### config.mk
export PLATFORM = sky130hd
export DESIGN_NAME = hit_judge_flat
export DESIGN_NICKNAME = d
export VERILOG_FILES = /design/src/rtl/hit_judge_if.sv /design/src/rtl/hit_judge.sv /design/src/flat_wrapper.sv
export SDC_FILE = /design/constraint.sdc
export NUM_CORES = 1
export LEC_CHECK = 0
export ABC_AREA = 1
export CAP_MARGIN = 30
export CORE_AREA = 4 4 77 79
export DETAILED_ROUTE_END_ITERATION = 16
export DIE_AREA = 0 0 81 83
export PLACE_DENSITY = 0.59
export RECOVER_POWER = 50
export SLEW_MARGIN = 30
export SYNTH_ARGS = -nofsm -noshare
export SYNTH_HDL_FRONTEND = slang
export SYNTH_SLANG_ARGS = --single-unit
### constraint.sdc
create_clock -name clk -period 5.3 [get_ports clk]
set_input_delay 1.06 -clock clk [delete_from_list [all_inputs] [get_ports clk]]
set_output_delay 1.06 -clock clk [all_outputs]
set_load 0.01 [all_outputs]
### src/rtl/hit_judge_if.sv
// hit_judge_if: game-state, button and zone inputs plus the judge's pulse and
// debug outputs, bundled so they can be passed around as one port.
//   state         game-state code from the top-level FSM
//   btn           raw asynchronous buttons, one per lane, active-high
//   arrow_in_zone per-lane level: the lane's arrow is inside the hit window
//   correctHit    one-cycle pulse per correct hit
//   incorrectHit  one-cycle pulse per miss or wrong press
//   lane_state    per-lane FSM state, {lane[LANES-1]..lane[0]}, 2 bits each
// master: drives the inputs (game top / testbench); slave: the judge itself.
interface hit_judge_if #(
  parameter int LANES      = 4,
  parameter int STATE_BITS = 1
);
  logic [STATE_BITS:0]  state;
  logic [LANES-1:0]     btn;
  logic [LANES-1:0]     arrow_in_zone;
  logic                 correctHit;
  logic                 incorrectHit;
  logic [2*LANES-1:0]   lane_state;

  modport master (
    output state, btn, arrow_in_zone,
    input  correctHit, incorrectHit, lane_state
  );

  modport slave (
    input  state, btn, arrow_in_zone,
    output correctHit, incorrectHit, lane_state
  );
endinterface

### src/rtl/hit_judge.sv
// hit_judge: judges button presses against arrows in the target zone, per
// lane, and feeds the scoring stage with single-cycle correctHit /
// incorrectHit pulses. Events from several lanes in one cycle are counted
// and replayed one pulse per cycle per kind.
//   clk  system clock
//   rst  asynchronous, active-high reset
//   bus  hit_judge_if.slave (state, btn, arrow_in_zone in;
//        correctHit, incorrectHit, lane_state out)
module hit_judge #(
  parameter int LANES       = 4,
  parameter int STATE_BITS  = 1,
  parameter int STATE_RESET = 0,
  parameter int STATE_GAME  = 1,
  parameter int STATE_PAUSE = 2,
  parameter int QDEPTH_W    = 3
) (
  input  logic        clk,
  input  logic        rst,
  hit_judge_if.slave  bus
);

  typedef enum logic [1:0] {
    L_IDLE  = 2'b00,
    L_ARMED = 2'b01,
    L_HIT   = 2'b10,
    L_BAD   = 2'b11
  } lane_st_e;

  localparam int ADDW = $clog2(LANES + 1);
  localparam int SUMW = QDEPTH_W + ADDW + 1;
  localparam logic [QDEPTH_W-1:0]  CNT_MAX  = '1;
  localparam logic [STATE_BITS:0]  ST_RESET = (STATE_BITS+1)'(STATE_RESET);
  localparam logic [STATE_BITS:0]  ST_GAME  = (STATE_BITS+1)'(STATE_GAME);
  localparam logic [STATE_BITS:0]  ST_PAUSE = (STATE_BITS+1)'(STATE_PAUSE);

  logic [LANES-1:0]    btn_s1_q, btn_s1_d;
  logic [LANES-1:0]    btn_s2_q, btn_s2_d;
  logic [LANES-1:0]    btn_s3_q, btn_s3_d;
  logic [LANES-1:0]    zone_q, zone_d;
  lane_st_e            lane_q [LANES];
  lane_st_e            lane_d [LANES];
  logic [QDEPTH_W-1:0] corr_cnt_q, corr_cnt_d;
  logic [QDEPTH_W-1:0] inc_cnt_q, inc_cnt_d;
  logic                correct_hit_q, correct_hit_d;
  logic                incorrect_hit_q, incorrect_hit_d;

  logic                game, clr, paused;
  logic [LANES-1:0]    press, rise, fall;
  logic [ADDW-1:0]     corr_add, inc_add;

  // Add this cycle's events, remove the one being drained, clamp at the top.
  function automatic logic [QDEPTH_W-1:0] next_cnt(
    input logic [QDEPTH_W-1:0] cnt,
    input logic [ADDW-1:0]     add,
    input logic                drain
  );
    logic [SUMW-1:0] sum;
    sum = SUMW'(cnt) + SUMW'(add) - SUMW'(drain);
    if (sum > SUMW'(CNT_MAX)) return CNT_MAX;
    return sum[QDEPTH_W-1:0];
  endfunction

  // Unknown state codes behave exactly like pause.
  assign game   = (bus.state == ST_GAME);
  assign clr    = (bus.state == ST_RESET);
  assign paused = (bus.state == ST_PAUSE) || !(game || clr);

  // Button synchroniser keeps running in every state so a button held
  // through a pause produces no edge on resume; the zone history flop is
  // frozen during pause so an arrow entering then is still seen afterwards.
  always_comb begin
    btn_s1_d = bus.btn;
    btn_s2_d = btn_s1_q;
    btn_s3_d = btn_s2_q;
    zone_d   = paused ? zone_q : bus.arrow_in_zone;
    press    = btn_s2_q & ~btn_s3_q;
    rise     = bus.arrow_in_zone & ~zone_q;
    fall     = zone_q & ~bus.arrow_in_zone;
  end

  // Per-lane judging FSMs plus per-cycle event tallies.
  always_comb begin
    corr_add = '0;
    inc_add  = '0;
    for (int unsigned i = 0; i < LANES; i++) begin
      lane_d[i] = lane_q[i];
      if (clr) begin
        lane_d[i] = L_IDLE;
      end else if (game) begin
        case (lane_q[i])
          L_IDLE: begin
            if (press[i]) inc_add = inc_add + ADDW'(1);
            if (rise[i])  lane_d[i] = L_ARMED;
          end
          L_ARMED: begin
            if (press[i]) begin
              corr_add  = corr_add + ADDW'(1);
              lane_d[i] = fall[i] ? L_IDLE : L_HIT;
            end else if (fall[i]) begin
              inc_add   = inc_add + ADDW'(1);
              lane_d[i] = L_IDLE;
            end
          end
          L_HIT: begin
            if (press[i]) inc_add = inc_add + ADDW'(1);
            if (fall[i])  lane_d[i] = L_IDLE;
          end
          default: lane_d[i] = L_IDLE;
        endcase
      end
    end
  end

  // Event counters and pulse drain; both kinds drain independently.
  always_comb begin
    corr_cnt_d      = corr_cnt_q;
    inc_cnt_d       = inc_cnt_q;
    correct_hit_d   = 1'b0;
    incorrect_hit_d = 1'b0;
    if (clr) begin
      corr_cnt_d = '0;
      inc_cnt_d  = '0;
    end else if (game) begin
      correct_hit_d   = (corr_cnt_q != '0);
      incorrect_hit_d = (inc_cnt_q != '0);
      corr_cnt_d      = next_cnt(corr_cnt_q, corr_add, correct_hit_d);
      inc_cnt_d       = next_cnt(inc_cnt_q, inc_add, incorrect_hit_d);
    end
  end

  always_ff @(posedge clk or posedge rst) begin
    if (rst) begin
      btn_s1_q        <= '0;
      btn_s2_q        <= '0;
      btn_s3_q        <= '0;
      zone_q          <= '0;
      corr_cnt_q      <= '0;
      inc_cnt_q       <= '0;
      correct_hit_q   <= 1'b0;
      incorrect_hit_q <= 1'b0;
      for (int unsigned i = 0; i < LANES; i++) lane_q[i] <= L_IDLE;
    end else begin
      btn_s1_q        <= btn_s1_d;
      btn_s2_q        <= btn_s2_d;
      btn_s3_q        <= btn_s3_d;
      zone_q          <= zone_d;
      corr_cnt_q      <= corr_cnt_d;
      inc_cnt_q       <= inc_cnt_d;
      correct_hit_q   <= correct_hit_d;
      incorrect_hit_q <= incorrect_hit_d;
      for (int unsigned i = 0; i < LANES; i++) lane_q[i] <= lane_d[i];
    end
  end

  assign bus.correctHit   = correct_hit_q;
  assign bus.incorrectHit = incorrect_hit_q;

  always_comb begin
    bus.lane_state = '0;
    for (int unsigned i = 0; i < LANES; i++) bus.lane_state[2*i +: 2] = lane_q[i];
  end

endmodule

### src/flat_wrapper.sv
// flat-port wrapper written by rule: the top's interface ports become plain ports
module hit_judge_flat 
#(
  parameter int LANES       = 4,
  parameter int STATE_BITS  = 1,
  parameter int STATE_RESET = 0,
  parameter int STATE_GAME  = 1,
  parameter int STATE_PAUSE = 2,
  parameter int QDEPTH_W    = 3
)
  (clk, rst, bus_state, bus_btn, bus_arrow_in_zone, bus_correctHit, bus_incorrectHit, bus_lane_state);
  hit_judge_if #(.LANES(LANES), .STATE_BITS(STATE_BITS)) bus_i ();
  input  logic clk;
  input  logic rst;
  input wire logic [$bits(bus_i.state)-1:0] bus_state;
  input wire logic [$bits(bus_i.btn)-1:0] bus_btn;
  input wire logic [$bits(bus_i.arrow_in_zone)-1:0] bus_arrow_in_zone;
  output wire logic [$bits(bus_i.correctHit)-1:0] bus_correctHit;
  output wire logic [$bits(bus_i.incorrectHit)-1:0] bus_incorrectHit;
  output wire logic [$bits(bus_i.lane_state)-1:0] bus_lane_state;
  assign bus_i.state = bus_state;
  assign bus_i.btn = bus_btn;
  assign bus_i.arrow_in_zone = bus_arrow_in_zone;
  assign bus_correctHit = bus_i.correctHit;
  assign bus_incorrectHit = bus_i.incorrectHit;
  assign bus_lane_state = bus_i.lane_state;
  hit_judge #(.LANES(LANES), .STATE_BITS(STATE_BITS), .STATE_RESET(STATE_RESET), .STATE_GAME(STATE_GAME), .STATE_PAUSE(STATE_PAUSE), .QDEPTH_W(QDEPTH_W)) u_core (.clk(clk), .rst(rst), .bus(bus_i));
endmodule
==> results of run 1 <==
[timing repair]
item | CTS | global route
buffers inserted | 0 | 1
endpoints found under the setup margin | 0 | 3
gates resized for setup | 0 | 7
[routing by layer]
metal	global-route usage [%]	up-vias
met5	0	-
met4	3.99	0
met3	2.82	2
met2	24.2	34
met1	19.2	879
li1	-	990
[worst paths after layout]
path                                                            from                                   end  slack [ns]  cells past startpoint
worst min register to register          u_core.btn_s1_q[0]$_DFF_PP0_          u_core.btn_s2_q[0]$_DFF_PP0_        0.35                      0
min in group asynchronous                                        rst  u_core.bus.lane_state[1]$_DFFE_PP0P_        1.84                      3
worst min-delay path                    u_core.btn_s1_q[0]$_DFF_PP0_          u_core.btn_s2_q[0]$_DFF_PP0_        0.35                      0
worst max-delay path                            bus_arrow_in_zone[0]       u_core.inc_cnt_q[2]$_DFFE_PP0N_        0.40                     32
max in group asynchronous                                        rst          u_core.btn_s3_q[2]$_DFF_PP0_        2.45                      3
worst max register to register  u_core.bus.lane_state[1]$_DFFE_PP0P_       u_core.inc_cnt_q[2]$_DFFE_PP0N_        1.12                     31
[placed cells by master, fill, tap and decap left out, types with 3 or more instances in the layout]
master           instances
a31oi_1                  4
o21ai_0                 29
clkbuf_1                 3
xnor2_1                  4
clkbuf_8                 6
nor3_1                   3
ha_1                    17
dfrtp_1                 32
a21oi_1                  7
inv_1                   61
o21ai_1                  4
nor2_1                  19
nor2_2                   3
xor2_1                   4
nand2_2                  3
o211ai_1                 4
nand2_1                 49
o21ai_2                  3
nand3_1                 17
buf_4                    4
inv_2                    4
clkdlybuf4s50_1         16
dlygate4sd3_1            5
nand4_1                  3
[power breakdown]
group          switching, uW  leakage (uW)  internal, uW
clock network           85.5     0.0000455           106
registers               48.5      0.000394           295
logic                    289      0.000940           213
total                    423       0.00138           614
[flip-flops by register name, indices dropped and copies added (netlist names)]
register,cells
u_core.btn_s1_q,4
u_core.btn_s3_q,4
u_core.zone_q,4
u_core.corr_cnt_q,3
u_core.bus.correctHit,1
u_core.bus.incorrectHit,1
u_core.inc_cnt_q,3
u_core.bus.lane_state,8
u_core.btn_s2_q,4
[cells in the mapped netlist (all sizes together)]
master | instances | area [sq um]
inv | 66 | 253
nand2 | 53 | 223
o21ai | 36 | 191
dfrtp | 32 | 801
nor2 | 24 | 105
ha | 18 | 225
nand3 | 18 | 90.1
a21oi | 8 | 40.0
xor2 | 5 | 51.3
a31oi | 4 | 25.0
nor3 | 4 | 31.3
o211ai | 4 | 30.0
xnor2 | 4 | 35.0
nand4 | 3 | 18.8
clkbuf | 2 | 7.51
fa | 2 | 40.0
o2111ai | 2 | 17.5
o22ai | 2 | 12.5
a211oi | 1 | 7.51
buf | 1 | 5.00
o21bai | 1 | 7.51
or2 | 1 | 6.26
[cell families after synthesis]
logic type      synth area share, %
simple gates                   21.3
xor+xnor                       3.88
buf+inv                        11.9
compound gates                 14.9
flops                          36.0
fa+ha+maj                      11.9
[through the flow]
| stage | power (uW) | worst slack, ns | hold WS, ns | utilization (%) |
|---|---|---|---|---|
| after floorplan | 696 | 0.713 | 0.331 | - |
| after global placement | 838 | 0.0268 | 0.332 | 47.6 |
| after detailed placement | 843 | -0.0786 | 0.335 | 47.6 |
| after CTS | 1040 | 0.204 | 0.349 | 49.3 |
| after global routing | 1150 | -0.0556 | 0.356 | 49.8 |
| final | 1040 | 0.399 | 0.347 | 49.8 |
[worst max-delay path: cells and delay by family]
kind                       cells  cell delay [ns]
AOI/OAI and AO/OA              6             0.75
adders and majority gates      4             1.34
buffers and inverters         10             0.91
and+or+nand+nor               12             0.99
[layout make-up]
type	count	area, sq um	share of cell area (%)
Tap cell	72	90.1	3.39
Timing Repair Buffer	26	244	9.19
Sequential cell	32	801	30.1
Inverter	66	253	9.51
Multi-Input combinational cell	190	1180	44.4
Clock buffer	8	90.1	3.39
==> impl_metrics.yaml, run 1 <==
sta:
  fin_tns_setup_ns: 0
  slew_violations: 33
  rsz0062_at_grt: "true"
  hold_viol_final: 0
  tightest_slew_ns: 1.76
  fmax_mhz: 204
  finalCritPeriodShare_pct: 92.5
  slew_headroom_pct: -17.0
  fin_crit_ns: 4.90
  finalSetupViolCount: 0
  skew_ns: 0.00663
pwr:
  powerDensity_nw_per_um2: 390
  p_leak_uw: 0.00138
  ir_worst_vdd_uv: 176
drt:
  drt-met1-wl_microns: 2040
  viasPerCell: 4.84
  dr.pass1.iters: 4
  wl_per_cell_microns: 11.1
  top_layer: "met4"
  wl_microns: 4360
  wl_met3_microns: 204
  vias: 1905
  met2_wirelength_microns: 2090
  drtIter0Drc: 51
  ant_nets: 0
  post-route-drc-count: 0
finish:
  syn2layout_area_growth_pct: 19.5
  final_cells: 394
  layout-drive-gt1-share_pct: 10.6
  antennaDiodeCount: 0
  final_nets: 353
  postLayoutCellArea_sq_um: 2660
  fillers: 552
yosys:
  ys_ff_latch: 32
  avgSynthCellArea_sq_um: 7.64
  yosysWarningCount: 0
  synthCells: 291
  synth-seq-area-share_pct: 36.0
  synthesis.nets: 323
  synth_area_sq_um: 2220
  synth.distinct_cells: 32
setup_path:
  critPathKind: "in -> reg"
  required_ns: 5.46
  critPathArrivalTime_ns: 5.06
  cpMostUsedCell: "inv_1"
  cp-end-kind: "register"
  worstPathMaxFanout: 3
  slowest_stage: "fa_2"
  start_kind: "primary input"
  cp_slowest_stage_delay_ns: 0.55
floorplan:
  io_pins: 22
  dieArea_sq_um: 6720
  die_h_microns: 83
  num_rows: 27
  fp.coreArea_sq_um: 5340
  initial_core_util_pct: 41.7
  die_x_microns: 81
clocking:
  clk_latency_ns: 0.28
  h-tree-depth: 2
  hold_buffers: 0
  cts.sinks: 32
  cts-root-buf: "clkbuf_8"
  cts_buffers: 5
  clk_pin_slew_ns: 0.07
  cts_max_path_buffers: 2
  cts_tree: "built"
place:
  place_area_sq_um: 2540
  place_congestion: 0.820
  dpl.hpwl_microns: 3340
  numPortBuffers: 21
  dp_cells: 385
global_routing:
  grt_pass1_vias: 1894
  gr-usage-all-layers_pct: 14.6
  grt_max_degree: 33
  antenna_found_initial: 0
  grt-ovfl-total: 0
  grt_pass1_wl_microns: 7990
outcome:
  violations: "max-capacitance violations, max-slew violations"
  outcome: "finished with violations"
hold_path:
  min_path_type: "reg -> reg"
job:
  maxCapViolCount: 1
No activity file was read; power rests on OpenSTA's default activity.
==> run 2: changes to the inputs <==
--- a/config.mk
+++ b/config.mk
@@ -10,6 +10,7 @@
 export CORE_AREA = 4 4 77 79
 export DETAILED_ROUTE_END_ITERATION = 16
 export DIE_AREA = 0 0 81 83
+export GPL_ROUTABILITY_DRIVEN = 0
 export PLACE_DENSITY = 0.59
 export RECOVER_POWER = 50
 export SLEW_MARGIN = 30
==> results of run 2 <==
The final DEF is identical to that of run 1; final timing and power are the same.
